File: src/rtl/sqrt_sum_pipe.sv
// Pipelined sum of masked integer square roots over N_CH channels.
// Latency is WIDTH/2 + $clog2(N_CH) + 1 cycles; data registers load only with their valid.
module sqrt_sum_pipe #(
   parameter int WIDTH = 32,
   parameter int N_CH  = 3
) (
   input  logic                               clk,
   input  logic                               rst,
   input  logic                               arg_vld,
   input  logic [N_CH*WIDTH-1:0]              arg,
   input  logic [N_CH-1:0]                    arg_mask,
   output logic                               res_vld,
   output logic [WIDTH/2+$clog2(N_CH)-1:0]    res
);

   localparam int SQ_W   = WIDTH / 2;
   localparam int TREE   = $clog2(N_CH);
   localparam int RES_W  = SQ_W + TREE;
   localparam int RW     = SQ_W + 2;
   localparam int TW     = SQ_W + 4;
   localparam int TREE_N = (TREE > 0) ? TREE : 1;

   // index 0 of each chain is the module input, index s+1 is stage s's register
   logic [SQ_W:0]      vld_chain;
   logic [N_CH-1:0]    mask_c [SQ_W+1];
   logic [RW-1:0]      rem_c  [SQ_W+1][N_CH];
   logic [SQ_W-1:0]    root_c [SQ_W+1][N_CH];
   logic [WIDTH-1:0]   rad_c  [SQ_W+1][N_CH];

   logic [SQ_W-1:0]    sq_vld_q, sq_vld_d;
   logic [N_CH-1:0]    mask_q [SQ_W], mask_d [SQ_W];
   logic [RW-1:0]      rem_q  [SQ_W][N_CH], rem_d  [SQ_W][N_CH];
   logic [SQ_W-1:0]    root_q [SQ_W][N_CH], root_d [SQ_W][N_CH];
   logic [WIDTH-1:0]   rad_q  [SQ_W][N_CH], rad_d  [SQ_W][N_CH];

   logic [RES_W-1:0]   node   [TREE+1][N_CH+1];
   logic [RES_W-1:0]   tree_q [TREE_N][N_CH], tree_d [TREE_N][N_CH];
   logic [TREE_N-1:0]  tr_vld_q, tr_vld_d;
   logic [TREE_N:0]    tr_chain;

   logic               res_vld_q, res_vld_d;
   logic [RES_W-1:0]   res_q, res_d;

   always_comb begin : sqrt_chain
      vld_chain = {sq_vld_q, arg_vld};
      mask_c[0] = arg_mask;
      for (int c = 0; c < N_CH; c++) begin
         rem_c[0][c]  = '0;
         root_c[0][c] = '0;
         rad_c[0][c]  = arg[c*WIDTH +: WIDTH];
      end
      for (int s = 0; s < SQ_W; s++) begin
         mask_c[s+1] = mask_q[s];
         for (int c = 0; c < N_CH; c++) begin
            rem_c[s+1][c]  = rem_q[s][c];
            root_c[s+1][c] = root_q[s][c];
            rad_c[s+1][c]  = rad_q[s][c];
         end
      end
   end

   // restoring step: bring down two radicand bits, try subtracting 4*root+1
   always_comb begin : sqrt_step
      logic [TW-1:0] t;
      logic [TW-1:0] trial;
      sq_vld_d = vld_chain[SQ_W-1:0];
      for (int s = 0; s < SQ_W; s++) begin
         mask_d[s] = mask_c[s];
         for (int c = 0; c < N_CH; c++) begin
            t     = {rem_c[s][c], rad_c[s][c][WIDTH-1 -: 2]};
            trial = {2'b00, root_c[s][c], 2'b01};
            if (t >= trial) begin
               rem_d[s][c]  = RW'(t - trial);
               root_d[s][c] = SQ_W'({root_c[s][c], 1'b1});
            end else begin
               rem_d[s][c]  = RW'(t);
               root_d[s][c] = SQ_W'({root_c[s][c], 1'b0});
            end
            rad_d[s][c] = rad_c[s][c] << 2;
         end
      end
   end

   // unused tail slots stay zero, so an odd leftover passes through as x + 0
   always_comb begin : add_tree
      for (int l = 0; l <= TREE; l++) begin
         for (int j = 0; j <= N_CH; j++) begin
            node[l][j] = '0;
         end
      end
      for (int c = 0; c < N_CH; c++) begin
         node[0][c] = mask_c[SQ_W][c] ? RES_W'(root_c[SQ_W][c]) : '0;
      end
      for (int l = 1; l <= TREE; l++) begin
         for (int j = 0; j < N_CH; j++) begin
            node[l][j] = tree_q[l-1][j];
         end
      end
      for (int l = 0; l < TREE_N; l++) begin
         for (int j = 0; j < N_CH; j++) begin
            tree_d[l][j] = '0;
         end
      end
      for (int l = 0; l < TREE; l++) begin
         for (int j = 0; j < (N_CH + 1) / 2; j++) begin
            tree_d[l][j] = node[l][2*j] + node[l][2*j+1];
         end
      end
      tr_chain  = {tr_vld_q, vld_chain[SQ_W]};
      tr_vld_d  = tr_chain[TREE_N-1:0];
      res_vld_d = tr_chain[TREE];
      res_d     = node[TREE][0];
   end

   always_ff @(posedge clk) begin
      for (int s = 0; s < SQ_W; s++) begin
         if (vld_chain[s]) begin
            mask_q[s] <= mask_d[s];
            for (int c = 0; c < N_CH; c++) begin
               rem_q[s][c]  <= rem_d[s][c];
               root_q[s][c] <= root_d[s][c];
               rad_q[s][c]  <= rad_d[s][c];
            end
         end
      end
      for (int l = 0; l < TREE; l++) begin
         if (tr_chain[l]) begin
            for (int j = 0; j < N_CH; j++) begin
               tree_q[l][j] <= tree_d[l][j];
            end
         end
      end
   end

   always_ff @(posedge clk or negedge rst) begin
      if (!rst) begin
         sq_vld_q  <= '0;
         tr_vld_q  <= '0;
         res_vld_q <= 1'b0;
         res_q     <= '0;
      end else begin
         sq_vld_q  <= sq_vld_d;
         tr_vld_q  <= tr_vld_d;
         res_vld_q <= res_vld_d;
         if (res_vld_d) begin
            res_q <= res_d;
         end
      end
   end

   assign res_vld = res_vld_q;
   assign res     = res_q;

endmodule

File: config.mk
export PLATFORM = sky130hd
export DESIGN_NAME = sqrt_sum_pipe
export DESIGN_NICKNAME = d
export VERILOG_FILES = /design/src/rtl/sqrt_sum_pipe.sv
export SDC_FILE = /design/constraint.sdc
export NUM_CORES = 2
export LEC_CHECK = 0
export CORE_MARGIN = 3
export CORE_UTILIZATION = 60
export CTS_BUF_LIST = sky130_fd_sc_hd__clkbuf_16
export CTS_CLUSTER_DIAMETER = 50
export CTS_CLUSTER_SIZE = 28
export DETAILED_ROUTE_END_ITERATION = 8
export PLACE_DENSITY = 0.77
export SLEW_MARGIN = 20
export SYNTH_ARGS = -nofsm -noshare
export SYNTH_HDL_FRONTEND = slang
export SYNTH_SLANG_ARGS = --single-unit
File: constraint.sdc
create_clock -name clk -period 6.34 [get_ports clk]
set_input_delay 0.951 -clock clk [delete_from_list [all_inputs] [get_ports clk]]
set_output_delay 0.951 -clock clk [all_outputs]
set_load 0.01 [all_outputs]
Word level (Yosys, flattened, before mapping)
Memory sizes are Yosys's and may differ from the RTL's. A register that Yosys moved wholly into a read port is not among the register bits.
Cells that the tools add are included.
{"block": "classes", "add_sub_neg": 50, "mul": 0, "div": 0, "magnitude_cmp": 48, "n_eq_ne": 0, "shift": 0, "mux": 135, "bitwise": 0, "reduce_logical": 1}
{"cell": "20-bit by 18-bit >= comparator with 1-bit output", "count": 45}
{"cell": "18-bit two-way mux", "count": 48}
{"cell": "18-bit subtractor", "count": 45}
{"cell": "1-bit two-way mux", "count": 84}
{"cell": "16-bit two-way mux", "count": 3}
{"cell": "18-bit adder", "count": 1}
{"cell": "16-bit by 16-bit adder with 17-bit output", "count": 1}
{"cell": "2-bit by 1-bit subtractor with 3-bit output (second input constant)", "count": 3}
{"cell": "2-bit by 1-bit >= comparator with 1-bit output (second input constant)", "count": 3}
{"cell": "1-bit logical NOT", "count": 1}
{"block": "word_totals", "regBits": 19, "latchBits": 0, "mem_bits_rw": 3192, "rom_bits": 0, "inputBits": 102, "output_inout_bits": 19, "elab_cells": 242, "mem_count": 5}
{"name": "rad_q", "depth": 16, "width": 90, "rd": 15, "rd_clocked_by_memory_dff": 0, "write_ports": 16, "line_no": "34", "source": "logic [WIDTH-1:0] rad_q [SQ_W][N_CH], rad_d [SQ_W][N_CH];"}
{"name": "rem_q", "depth": 16, "width": 54, "rd": 15, "rd_clocked_by_memory_dff": 0, "write_ports": 16, "line_no": "32", "source": "logic [RW-1:0] rem_q [SQ_W][N_CH], rem_d [SQ_W][N_CH];"}
{"name": "root_q", "depth": 16, "width": 48, "rd": 16, "rd_clocked_by_memory_dff": 0, "write_ports": 16, "line_no": "33", "source": "logic [SQ_W-1:0] root_q [SQ_W][N_CH], root_d [SQ_W][N_CH];"}
{"name": "tree_q", "depth": 2, "width": 36, "rd": 2, "rd_clocked_by_memory_dff": 1, "write_ports": 2, "line_no": "37", "source": "logic [RES_W-1:0] tree_q [TREE_N][N_CH], tree_d [TREE_N][N_CH];"}
{"name": "mask_q", "depth": 16, "width": 3, "rd": 16, "rd_clocked_by_memory_dff": 0, "write_ports": 16, "line_no": "31", "source": "logic [N_CH-1:0] mask_q [SQ_W], mask_d [SQ_W];"}

Logic depth before layout (Yosys ltp)
An unclocked memory read counts as a cell.
{"block": "logic_depth", "word_depth": 3, "ltp_mapped": 12, "mapped_depth_nobuf": 11}

Worst setup path before layout
Ideal clock, no wire load.
{"block": "synth_path", "path_type": "reg2reg", "from": "register sq_vld_q[1]", "to": "memory mask_q[2][0] (netlist: mask_q[0][6]) (enable)", "setup_ns": 0.504, "t_arrival_ns": 3.222, "required_time_ns": 5.836, "path_slack_ns": 2.614, "path_stages_with_launch": 1, "path_buffers": 0, "period_less_slack_ns": 3.726, "path_cell_list": "dfrtp_1"}
{"element": "start: declaration", "line_no": "30", "source": "logic [SQ_W-1:0] sq_vld_q, sq_vld_d;"}
{"element": "start signal: assignment", "line_no": "142", "source": "sq_vld_q <= sq_vld_d;"}
{"element": "end: declaration", "line_no": "31"}

==> results.txt <==
- Outcome: finished with violations
* Failing checks: antenna rules
- Initial drt markers: 3,009
- In this run the tightest slew margin relative to its limit is 0.2800.
- Min Tclk post-route: 3584 ps
- Clock latency on the worst-skew pair, taken at its later pin, is about 780 ps.
* Final estimated routing congestion in global placement: around 0.92
* DP HPWL: roughly 110,000 um
- Clock skew: 37.10 ps
- For the pin with the worst max-slew slack, the measured transition is roughly 1100 ps.
* IO Count: about 120
* Data required time at the worst endpoint: ~6900 ps
- Switch Pwr: ~0.0067 W
- Die Height: 395.3 um
- Dividing total power by cell area gives a power density of approximately 290 nW/um^2.
* Setup violations, final: 0
* Vias/cell: approximately 5.6
- Once the clock tree was built, the setup fixing pass inserted 0 buffers.
- IO Port Bufs: 120
- Power Internal: about 0.022 W
- Layout cells sized above 1: 0.06741
- Most common cell after layout, fill and taps aside: sky130_fd_sc_hd__edfxtp_1
* Layout area overhead: 10.34%
- Final Max Tran Viols: 0
- The worst-case IR drop observed on VDD is between 0.2 and 0.3 mV.
- Number of hold-slack violations in the final timing report: 0
* DIE AREA: 156,300 sq um
- Core Area: approximately 150,000 sq um
- The average instance in the mapped netlist occupies 13.55 sq um.
- The setup path with the least slack is of type register to register.
- Post-Syn Area: 90,950 sq um
- RSZ-0062 raised after global routing: no
- TritonCTS built the clock tree.
- Number of placement rows: between 100 and 150
- Horizontal extent of the die: around 400 um
- The min-delay analysis places its worst path in the category primary input to asynchronous set/reset pin.
- Yosys mapped the design onto 85 distinct sky130hd cell types.
- Leak pwr: 39.07 nW
* Post-synth EDFFs: ~2,000
- Clock tree synthesis selected as its root buffer the cell sky130_fd_sc_hd__clkbuf_16.
* Maximum number of pins on one net before global-route repair: between 80 and 90
- At the end of the flow, the number of nets in the layout was 7,537.
* Relative contribution of the clock network to total power: 0.360
- Final design utilization: 0.6684
- Of the total power, registers draw 0.564.
- Dividing the final minimum period by the clock period gives 0.5654.
* Gate count of the mapped netlist: roughly 6,700
- Accumulated negative setup slack: 0 ps
- Fmax: ~280 MHz
- Of all nets on the critical path, the largest fanout is 25.
* CTS sink count: 2,014
- Detailed-route via count: between 50,000 and 60,000
* Antenna violation net count after detailed routing: 1
- Type of destination of the critical path: register
* Reg-to-reg endpoint: rem_q[1][319]
- In this run the critical register-to-register path is launched from rem_q[1][257].
- The first global-routing pass estimated 241,400 um of wire.
- Yosys printed 0 warnings.
- Clock-pin slew was measured on the worst setup and hold paths at approximately 80 ps.
- Total gr overflow: 0
- The first detailed-routing pass took 6 iterations.
* Max-cap viol count: 0
- Length in cells of the worst reg-to-reg path: 7
* Filler cell count in the final layout: just over 10,000
- The share of the Yosys chip area taken by registers is 0.6629.
- Number of DRC violations after detailed routing: 0
- Deepest level of the CTS H-tree: 4
- Number of global-route vias before repair: approximately 50,000
- Buffers inserted during clock tree synthesis total between 150 and 200.
* Share of total power in combinational logic: 0.076
- Cell Chain, Critical Path: ha_1 -> a21o_1 -> o41a_1 -> a221o_1 -> a211o_1 -> or3_1 -> mux2_4
* Drt wl/cell: 16.12 um
- Antenna violations before repair: 2
- Resized cells post-CTS: 0
- At the worst endpoint, the arrival time is roughly 4000 ps.
* Post-cts hold buffer count: 0
- Of the total power, the share spent switching nets is 0.2354.
* Stage delay of the slowest cell on the critical path: around 720 ps
- Among all flip-flop cells after synthesis, the most frequent one is sky130_fd_sc_hd__edfxtp_1.
- Standard cell with the maximum stage delay on the critical path: sky130_fd_sc_hd__or3_1
* Fraction of registers with async set or reset after synthesis: 0.01837
* Total routed wirelength: about 150,000 um
* Kind of launch point of the worst setup path: register
- The clock passes through at most 3 buffers.
* Leading cell types in the layout, fill and taps excluded: sky130_fd_sc_hd__edfxtp_1, sky130_fd_sc_hd__inv_1, sky130_fd_sc_hd__ha_1
- Final Hold Slack: roughly 140 ps
- Initial Util: 0.6058
* Synth Register Bits: between 2,000 and 2,500
- In the global route stage, overall resource usage came out at 0.1875.
- Worst reg-to-reg setup slack: about 2800 ps
## worst max-delay path by stage
| stage | slack, ps | startpoint | cells past startpoint | to |
|---|---|---|---|---|
| 4_1_cts | 2750 | rem_q[1][257] | 7 | rem_q[1][319] |
| 3_3_place_gp | 2810 | rem_q[1][253] | 8 | rem_q[1][318] |
| 6_report | 2760 | rem_q[1][257] | 7 | rem_q[1][319] |
| 2_1_floorplan | 2610 | sq_vld_q[1] | 0 | mask_q[0][6] |
| 5_1_grt | 2580 | rem_q[1][253] | 8 | rem_q[1][319] |
| 3_5_place_dp | 2790 | rem_q[1][253] | 8 | rem_q[1][319] |
## critical path: cells and delay by family (launching register included)
family	cells	cell delay, ps
multiplexers	1	450
flip-flops	1	400
AND/OR/NAND/NOR	1	720
AO/OA/AOI/OAI	4	1340
adder cells (fa/ha/maj)	1	400
## cell families after synthesis
group	synth area share
adders and majority gates	0.06798
AOI/OAI and AO/OA	0.08101
and+or+nand+nor	0.09035
other	0.00004123
muxes	0.01431
buffers and inverters	0.02698
xor gates and xnor gates	0.05643
DFF	0.6629
## synth_stat cells (all sizes together) (24+ instances only)
cell type / instances / share of area
edfxtp: 1977 / 0.65
inv: 564 / 0.023
ha: 491 / 0.068
a21oi: 469 / 0.026
nor2: 455 / 0.019
xnor2: 337 / 0.032
nand2: 324 / 0.013
o21ai: 249 / 0.014
xor2: 249 / 0.024
nor3: 156 / 0.0086
o21a: 114 / 0.0094
a21o: 99 / 0.0082
nand3: 98 / 0.0054
mux2: 95 / 0.012
nand2b: 93 / 0.0064
nor2b: 89 / 0.0061
nor4: 77 / 0.0055
clkbuf: 72 / 0.0030
and2: 65 / 0.0045
or3: 65 / 0.0045
nand4: 62 / 0.0043
dfrtp: 37 / 0.010
a31oi: 33 / 0.0023
and3: 31 / 0.0021
o21bai: 31 / 0.0026
o31ai: 31 / 0.0026
or2: 30 / 0.0021
or4: 29 / 0.0024
a211oi: 24 / 0.0020
## power by group through the flow
stage               clock network (W)  registers, W  logic [W]
CTS                            0.0106        0.0162    0.00217
finish                         0.0103        0.0162    0.00217
global route                   0.0111        0.0162    0.00244
detailed placement                  0        0.0164    0.00215
global placement                    0        0.0164    0.00207
floorplan                           0        0.0164    0.00157
## metrics by stage
stage	setup slack (ps)	instance area [sq um]	power, W	std cells
final	2756	100400	0.02864	9097
after CTS	2754	100300	0.02892	9091
after global placement	2811	94660	0.01848	8794
after global routing	2584	100300	0.02982	9092
after detailed placement	2791	94660	0.01860	8794
after floorplan	2614	90960	0.01796	6713
## per-layer routing
layer / share of wire / vias to the layer above / global-route usage
li1: - / 25200 / -
met1: 0.41 / 24040 / 0.2232
met2: 0.52 / 985 / 0.3455
met3: 0.037 / 327 / 0.02787
met4: 0.032 / 2 / 0.06651
met5: 0.000089 / - / 0
## sequential cells by signal, indices dropped and copies added (netlist names)
| name | flops |
|---|---|
| res_vld | 1 |
| mask_q | 48 |
| root_q | 408 |
| rad_q | 720 |
| rem_q | 750 |
| sq_vld_q | 16 |
| tr_vld_q | 2 |
| res | 18 |
| tree_q | 51 |
## layout make-up
cell class / count / area, sq um / share of cell area
Antenna cell: 5 / 12.51 / 0.0001247
Clock buffer: 166 / 4154 / 0.04139
Clock inverter: 131 / 1490 / 0.01485
Inverter: 564 / 2117 / 0.02110
Multi-Input combinational cell: 4049 / 28260 / 0.2816
Sequential cell: 2014 / 60350 / 0.6014
Tap cell: 2016 / 2522 / 0.02514
Timing Repair Buffer: 152 / 1446 / 0.01441
(Power assumes the default switching activity.)
